**src/rtl/jzjpcc_mmio_uart_tx.sv**
```systemverilog
// rtl/jzjpcc_mmio_uart_tx.sv - MMIO toggle/ack byte port feeding a FIFO and an 8N1 serial transmitter
module jzjpcc_mmio_uart_tx #(
  parameter int CLOCKS_PER_BIT  = 434,
  parameter int FIFO_DEPTH_LOG2 = 3
) (
  input  logic        clock,
  input  logic        reset,
  input  logic [31:0] mmioOutputWord,
  output logic [31:0] mmioInputWord,
  output logic        txd
);

  localparam int DEPTH  = 1 << FIFO_DEPTH_LOG2;
  localparam int BAUD_W = $clog2(CLOCKS_PER_BIT);
  localparam logic [BAUD_W-1:0]        BAUD_MAX   = BAUD_W'(CLOCKS_PER_BIT - 1);
  localparam logic [FIFO_DEPTH_LOG2:0] COUNT_FULL = (FIFO_DEPTH_LOG2 + 1)'(DEPTH);

  typedef enum logic [1:0] {IDLE, START, DATA, STOP} state_t;

  logic [7:0]                 fifo_mem [DEPTH];
  logic [FIFO_DEPTH_LOG2-1:0] wr_ptr, rd_ptr;
  logic [FIFO_DEPTH_LOG2:0]   count, count_n;
  logic                       ack, ack_n;
  state_t                     state, state_n;
  logic [2:0]                 bit_cnt, bit_cnt_n;
  logic [BAUD_W-1:0]          baud, baud_n;
  logic [7:0]                 shift, shift_n;
  logic                       txd_n;
  logic [31:0]                status_n;
  logic                       full, empty, push, pop;
  logic                       unused_upper;

  assign unused_upper = &mmioOutputWord[31:9];

  // Level compare against the registered ack: a request stays pending while full.
  assign full  = (count == COUNT_FULL);
  assign empty = (count == '0);
  assign push  = (mmioOutputWord[8] != ack) && !full;

  always_comb begin
    state_n   = state;
    baud_n    = baud;
    bit_cnt_n = bit_cnt;
    shift_n   = shift;
    pop       = 1'b0;
    case (state)
      IDLE: begin
        if (!empty) begin
          pop     = 1'b1;
          shift_n = fifo_mem[rd_ptr];
          baud_n  = BAUD_MAX;
          state_n = START;
        end
      end
      START: begin
        if (baud == '0) begin
          baud_n    = BAUD_MAX;
          bit_cnt_n = 3'd0;
          state_n   = DATA;
        end else begin
          baud_n = baud - 1'b1;
        end
      end
      DATA: begin
        if (baud == '0) begin
          baud_n  = BAUD_MAX;
          shift_n = {1'b0, shift[7:1]};
          if (bit_cnt == 3'd7) state_n = STOP;
          else bit_cnt_n = bit_cnt + 3'd1;
        end else begin
          baud_n = baud - 1'b1;
        end
      end
      STOP: begin
        if (baud == '0) begin
          // Chain straight into the next start bit so frames are gapless.
          if (!empty) begin
            pop     = 1'b1;
            shift_n = fifo_mem[rd_ptr];
            baud_n  = BAUD_MAX;
            state_n = START;
          end else begin
            state_n = IDLE;
          end
        end else begin
          baud_n = baud - 1'b1;
        end
      end
      default: state_n = IDLE;
    endcase
  end

  always_comb begin
    count_n = count;
    if (push && !pop)      count_n = count + 1'b1;
    else if (!push && pop) count_n = count - 1'b1;
    ack_n = ack ^ push;
  end

  // txd and the status word are registered from post-edge state.
  always_comb begin
    case (state_n)
      START:   txd_n = 1'b0;
      DATA:    txd_n = shift_n[0];
      default: txd_n = 1'b1;
    endcase
    status_n        = '0;
    status_n[8]     = ack_n;
    status_n[9]     = (count_n == COUNT_FULL);
    status_n[10]    = (count_n == '0);
    status_n[11]    = (state_n == IDLE) && (count_n == '0);
    status_n[16:12] = 5'(count_n);
  end

  always_ff @(posedge clock) begin
    if (reset) begin
      wr_ptr        <= '0;
      rd_ptr        <= '0;
      count         <= '0;
      ack           <= 1'b0;
      state         <= IDLE;
      bit_cnt       <= '0;
      baud          <= '0;
      shift         <= '0;
      txd           <= 1'b1;
      mmioInputWord <= 32'h0000_0C00;
    end else begin
      if (push) wr_ptr <= wr_ptr + 1'b1;
      if (pop)  rd_ptr <= rd_ptr + 1'b1;
      count         <= count_n;
      ack           <= ack_n;
      state         <= state_n;
      bit_cnt       <= bit_cnt_n;
      baud          <= baud_n;
      shift         <= shift_n;
      txd           <= txd_n;
      mmioInputWord <= status_n;
    end
  end

  always_ff @(posedge clock) begin
    if (!reset && push) fifo_mem[wr_ptr] <= mmioOutputWord[7:0];
  end

endmodule

```
**config.mk**
```make
export PLATFORM = sky130hd
export DESIGN_NAME = jzjpcc_mmio_uart_tx
export DESIGN_NICKNAME = d
export VERILOG_FILES = /design/src/rtl/jzjpcc_mmio_uart_tx.sv
export SDC_FILE = /design/constraint.sdc
export NUM_CORES = 1
export LEC_CHECK = 0
export BUFFER_PORTS_ARGS = -buffer_cell sky130_fd_sc_hd__buf_2
export CORE_MARGIN = 8
export CORE_UTILIZATION = 57
export CTS_BUF_LIST = sky130_fd_sc_hd__clkbuf_16
export CTS_CLUSTER_DIAMETER = 60
export CTS_CLUSTER_SIZE = 16
export DETAILED_ROUTE_END_ITERATION = 7
export GPL_TIMING_DRIVEN = 0
export PLACE_DENSITY = 0.76
export SLEW_MARGIN = 10
export SYNTH_ARGS = -nofsm -noshare
export SYNTH_HDL_FRONTEND = slang
export SYNTH_SLANG_ARGS = --single-unit
```
**constraint.sdc**
```tcl
create_clock -name clock -period 2.9 [get_ports clock]
set_input_delay 0 -clock clock [delete_from_list [all_inputs] [get_ports clock]]
set_output_delay 0 -clock clock [all_outputs]
set_load 0.01 [all_outputs]
```
# ---- Yosys cells after proc, flatten, opt, wreduce, memory -nomap -nowiden
# Memories as Yosys holds them, arrays and structs flattened. A register that Yosys moved wholly into a read port is not among the register bits.
# Cells that the tools add are included.
dict set report word_totals {
  ff_bits 66
  ram_bits 64
  inputBits 34
  n_memories 1
}
dict set report op_classes {
  addsub 6
  eq_ne 13
  n_mux 29
  bitwise 1
  n_reduce_logical 19
}
# memory words word_bits rd rd_ports_with_merged_regs wr line_no
set mem_list {}
lappend mem_list {fifo_mem 8 8 1 1 1 20} ;# logic [7:0] fifo_mem [DEPTH];
# cell n
set ops {}
lappend ops {{9-bit two-way mux} 3}
lappend ops {{9-bit case mux with 3 select lines} 1}
lappend ops {{8-bit two-way mux} 3}
lappend ops {{8-bit case mux with 3 select lines} 1}
lappend ops {{3-bit two-way mux} 5}
lappend ops {{2-bit two-way mux} 5}
lappend ops {{3-bit by 1-bit adder with 3-bit output (second input constant)} 3}
lappend ops {{9-bit zero test} 1}
lappend ops {{9-bit by 1-bit subtractor with 9-bit output (second input constant)} 1}
lappend ops {{4-bit equality test (second input constant)} 2}
lappend ops {{4-bit zero test} 2}
lappend ops {{4-bit two-way mux} 2}
lappend ops {{2-bit inequality test (second input constant)} 4}
lappend ops {{2-bit case mux with 4 select lines} 1}
lappend ops {{2-bit equality test (second input constant)} 3}
lappend ops {{3-bit case mux with 2 select lines} 1}
lappend ops {{1-bit logical AND} 5}
lappend ops {{1-bit two-way mux} 5}
lappend ops {{4-bit by 1-bit adder with 4-bit output (second input constant)} 1}
lappend ops {{2-bit by 1-bit equality test with 1-bit output (second input constant)} 2}
lappend ops {{1-bit zero test} 4}
lappend ops {{2-bit zero test} 2}
lappend ops {{1-bit case mux with 2 select lines} 2}
lappend ops {{4-bit AND reduction} 1}
lappend ops {{other kinds (8)} 8}

# ---- Longest topological paths before layout
dict set report depth {
  ltp_word 9
  ltp_mapped 9
}

# ---- Least setup slack after synthesis
# No wires, ideal clock.
dict set report synth_path {
  path_kind {register to register}
  start {reg, netlist name mmioInputWord[12]}
  end {mem fifo_mem[0][0], enable pin}
  setup_time_ns 0.398
  arrival_time_ns 2.164
  slack_ns 0.338
  stages_incl_launch_ff 7
  n_path_buf 1
  period_less_slack_ns 2.562
  path_cell_list {dfxtp_1 > inv_1 > ha_1 > nand3b_1 > nand2_1 > clkbuf_1 > nor4b_1}
}
# item line_no
set synth_rtl {}
lappend synth_rtl {{to (decl)} 20}

==> flow_summary.json <==
{
  "grt_overflow": 0,
  "io_pins": 67,
  "wl_per_cell_um": 17.2,
  "synth_cell_type_count": 55,
  "io_buffers": 18,
  "routed_wl_mm": 10.0,
  "synth_edf_count": 64,
  "viasPerCell": 5.72,
  "die_h_um": 109,
  "slew_headroom_pct": 35.8,
  "clockRootBuffer": "clkbuf_16",
  "dp_hpwl_mm": 6.94,
  "fmax_mhz": 378,
  "htreeDepth": 3,
  "routed-via-count": 3333,
  "cp.arrival_ns": 2.71,
  "drtIter0Drc": 211,
  "postRouteAntennaNets": 0,
  "fp-row-count": 33,
  "p_leak_nw": 2.08,
  "finClkSkew_ns": 0.0103,
  "gp_congestion": 0.845,
  "yosysWarnings": 0,
  "initial_utilization_pct": 59.2,
  "ir_drop_mv": 0.538,
  "antenna_found_initial": 0,
  "yosysTopAreaCell": "edfxtp_1",
  "coreArea_um2": 8260,
  "synth_area_per_cell_um2": 11.9,
  "crit_fanout": 10,
  "finalSetupTns_ns": 0,
  "die_w_um": 109,
  "synth-main-ff-cell": "edfxtp_1",
  "crit_path_end_kind": "flip-flop",
  "finish.utilization_pct": 68.3,
  "slew_violations": 0,
  "diodes": 0,
  "rsz0062_at_grt": "no",
  "grt_start_max_net_pins": 22,
  "syn_area_um2": 4890,
  "seqCellArea_um2": 2720,
  "die-area_um2": 11800,
  "syn_to_final_growth_pct": 15.4,
  "fin_crit_ns": 2.65,
  "cts_num_sinks": 104,
  "synth-seq-cells": 104,
  "worst_hold_path_type": "primary input to flip-flop",
  "drive_above_1_share_pct": 20.9,
  "clockBufferDepth": 2,
  "grt_pass1_wl_mm": 16.1,
  "multiInputGateArea_um2": 1980,
  "cts_setup_buffers": 0,
  "cp.required_ns": 2.96,
  "worst_hold_slack_ns": 0.115,
  "yosys.area.top_type_share_pct": 39.3,
  "startpoint_type": "flip-flop",
  "synthTopCellsByArea": "edfxtp_1, dfxtp_1, mux4_2",
  "tightest_slew_ns": 0.959,
  "dr.pass1.iters": 4,
  "grtUsageTotal_pct": 17.6,
  "cellPowerDensity_nw_per_um2": 935,
  "async_reset_ff_share_pct": 0,
  "drc_errors": 0,
  "clk_pin_slew_ns": 0.08,
  "finalNetCount": 520,
  "grt_pass1_vias": 3197,
  "clkLatencyLatePin_ns": 0.35,
  "hold_viol": 0,
  "drv_cap": 0,
  "cts_tree": "built",
  "setup_viol": 0,
  "status": "finished clean",
  "critical_path_class": "flip-flop to flip-flop",
  "fillers": 581,
  "numCtsBuffers": 9,
  "ys_seq_area_share_pct": 55.7,
  "netlist_instances": 410,
  "timing.final.crit_share_pct": 91.3
}
-- power breakdown --
group          internal, W  total [W]  switching (W)
clock             0.000617    0.00122       0.000599
sequential         0.00178    0.00197       0.000191
combinational     0.000862    0.00208        0.00122
total              0.00326    0.00527        0.00201
-- metal layers --
layer | GRT usage [%] | up-vias | wire [µm]
li1 | - | 1606 | -
met1 | 21.5 | 1599 | 4110
met2 | 30.2 | 113 | 5180
met3 | 2.97 | 15 | 568
met4 | 7.33 | 0 | 150
met5 | 0 | - | 0
-- logic make-up (layout without fill, tap and decap cells) --
group,Yosys count,in the layout,share of synthesized area [%]
fa+ha+maj,13,13,3.33
xor+xnor,10,10,1.79
compound gates,80,80,10.6
simple gates,121,121,12.8
mux,26,26,9.45
buf+inv,55,100,6.25
flops,104,104,55.7
other cells,1,24,0.0767
-- placed cells by master, fill, tap and decap left out, drive strengths merged, types with 7 or more instances in the layout --
cell type     n
a21oi        27
a22o          7
buf          50
clkbuf       25
conb         24
dfxtp        40
dlygate4sd3   9
edfxtp       64
ha           13
inv          13
mux2i         9
mux4         16
nand2        25
nor2         49
nor3         17
nor4          7
o21ai        21
-- critical path: stages, from the launching register on --
cell	delay (ns)
dfxtp_1	0.42
inv_1	0.12
ha_1	0.26
nand3b_1	0.22
nand2_1	0.14
clkbuf_1	0.27
nor4b_2	0.65
buf_4	0.27
-- state kept, by name, indices dropped and copies added (netlist names), named ones only --
| signal | count |
|---|---|
| shift | 8 |
| mmioInputWord | 7 |
| fifo_mem | 64 |
| rd_ptr | 3 |
| baud | 9 |
| bit_cnt | 3 |
| state | 2 |
| txd | 1 |
| wr_ptr | 3 |
-- synth_stat cells, types with 2 or more instances --
library cell  count
edfxtp_1         64
nor2_1           47
dfxtp_1          40
a21oi_1          27
buf_4            25
nand2_1          25
o21ai_0          20
clkbuf_1         16
mux4_2           16
nor3_1           15
ha_1             13
inv_1             9
mux2i_1           9
a22o_1            7
nor4_1            6
a22oi_1           5
xnor2_1           5
xor2_1            5
buf_2             4
o22ai_1           4
and3_1            3
nand3b_1          3
a2111oi_0         2
a211oi_1          2
a21o_1            2
a31oi_1           2
nand3_1           2
nand4_1           2
nor3_2            2
o31ai_1           2
or3_1             2
-- final timing paths --
kind	startpoint	endpoint	slack (ns)	cells past startpoint
hold reg to reg	shift[7]	shift[7]	0.49	2
setup reg to reg	mmioInputWord[12]	fifo_mem[0][5]	0.25	7
setup / recovery	mmioInputWord[12]	fifo_mem[0][5]	0.25	7
hold / removal	reset	state[1]	0.12	2
-- final cells by class --
| cell class | count | area share (%) |
|---|---|---|
| tap | 105 | 2.33 |
| sequential | 104 | 48.3 |
| clock inverter | 7 | 1.44 |
| inverter | 9 | 0.599 |
| timing repair buffer | 29 | 3.46 |
| buffer | 46 | 4.81 |
| clock buffer | 9 | 3.99 |
| multi-input combinational | 274 | 35.1 |
-- through the flow --
step / cell area (µm²) / setup slack, ns / total power, W / std cells
6_report: 5640 / 0.253 / 0.00527 / 583
3_3_place_gp: 5190 / -0.552 / 0.00393 / 556
2_1_floorplan: 4970 / 0.338 / 0.00355 / 433
3_5_place_dp: 5240 / 0.286 / 0.00402 / 558
5_1_grt: 5640 / 0.0988 / 0.00560 / 583
4_1_cts: 5630 / 0.226 / 0.00525 / 583
-- timing repair --
| item | 4_1_cts | 5_1_grt |
|---|---|---|
| gates resized for setup | 0 | 1 |
| endpoints found under the setup margin | 0 | 1 |
| hold endpoints to repair | 65 | 0 |
| hold buffers | 9 | 0 |
(Power assumes the default switching activity.)
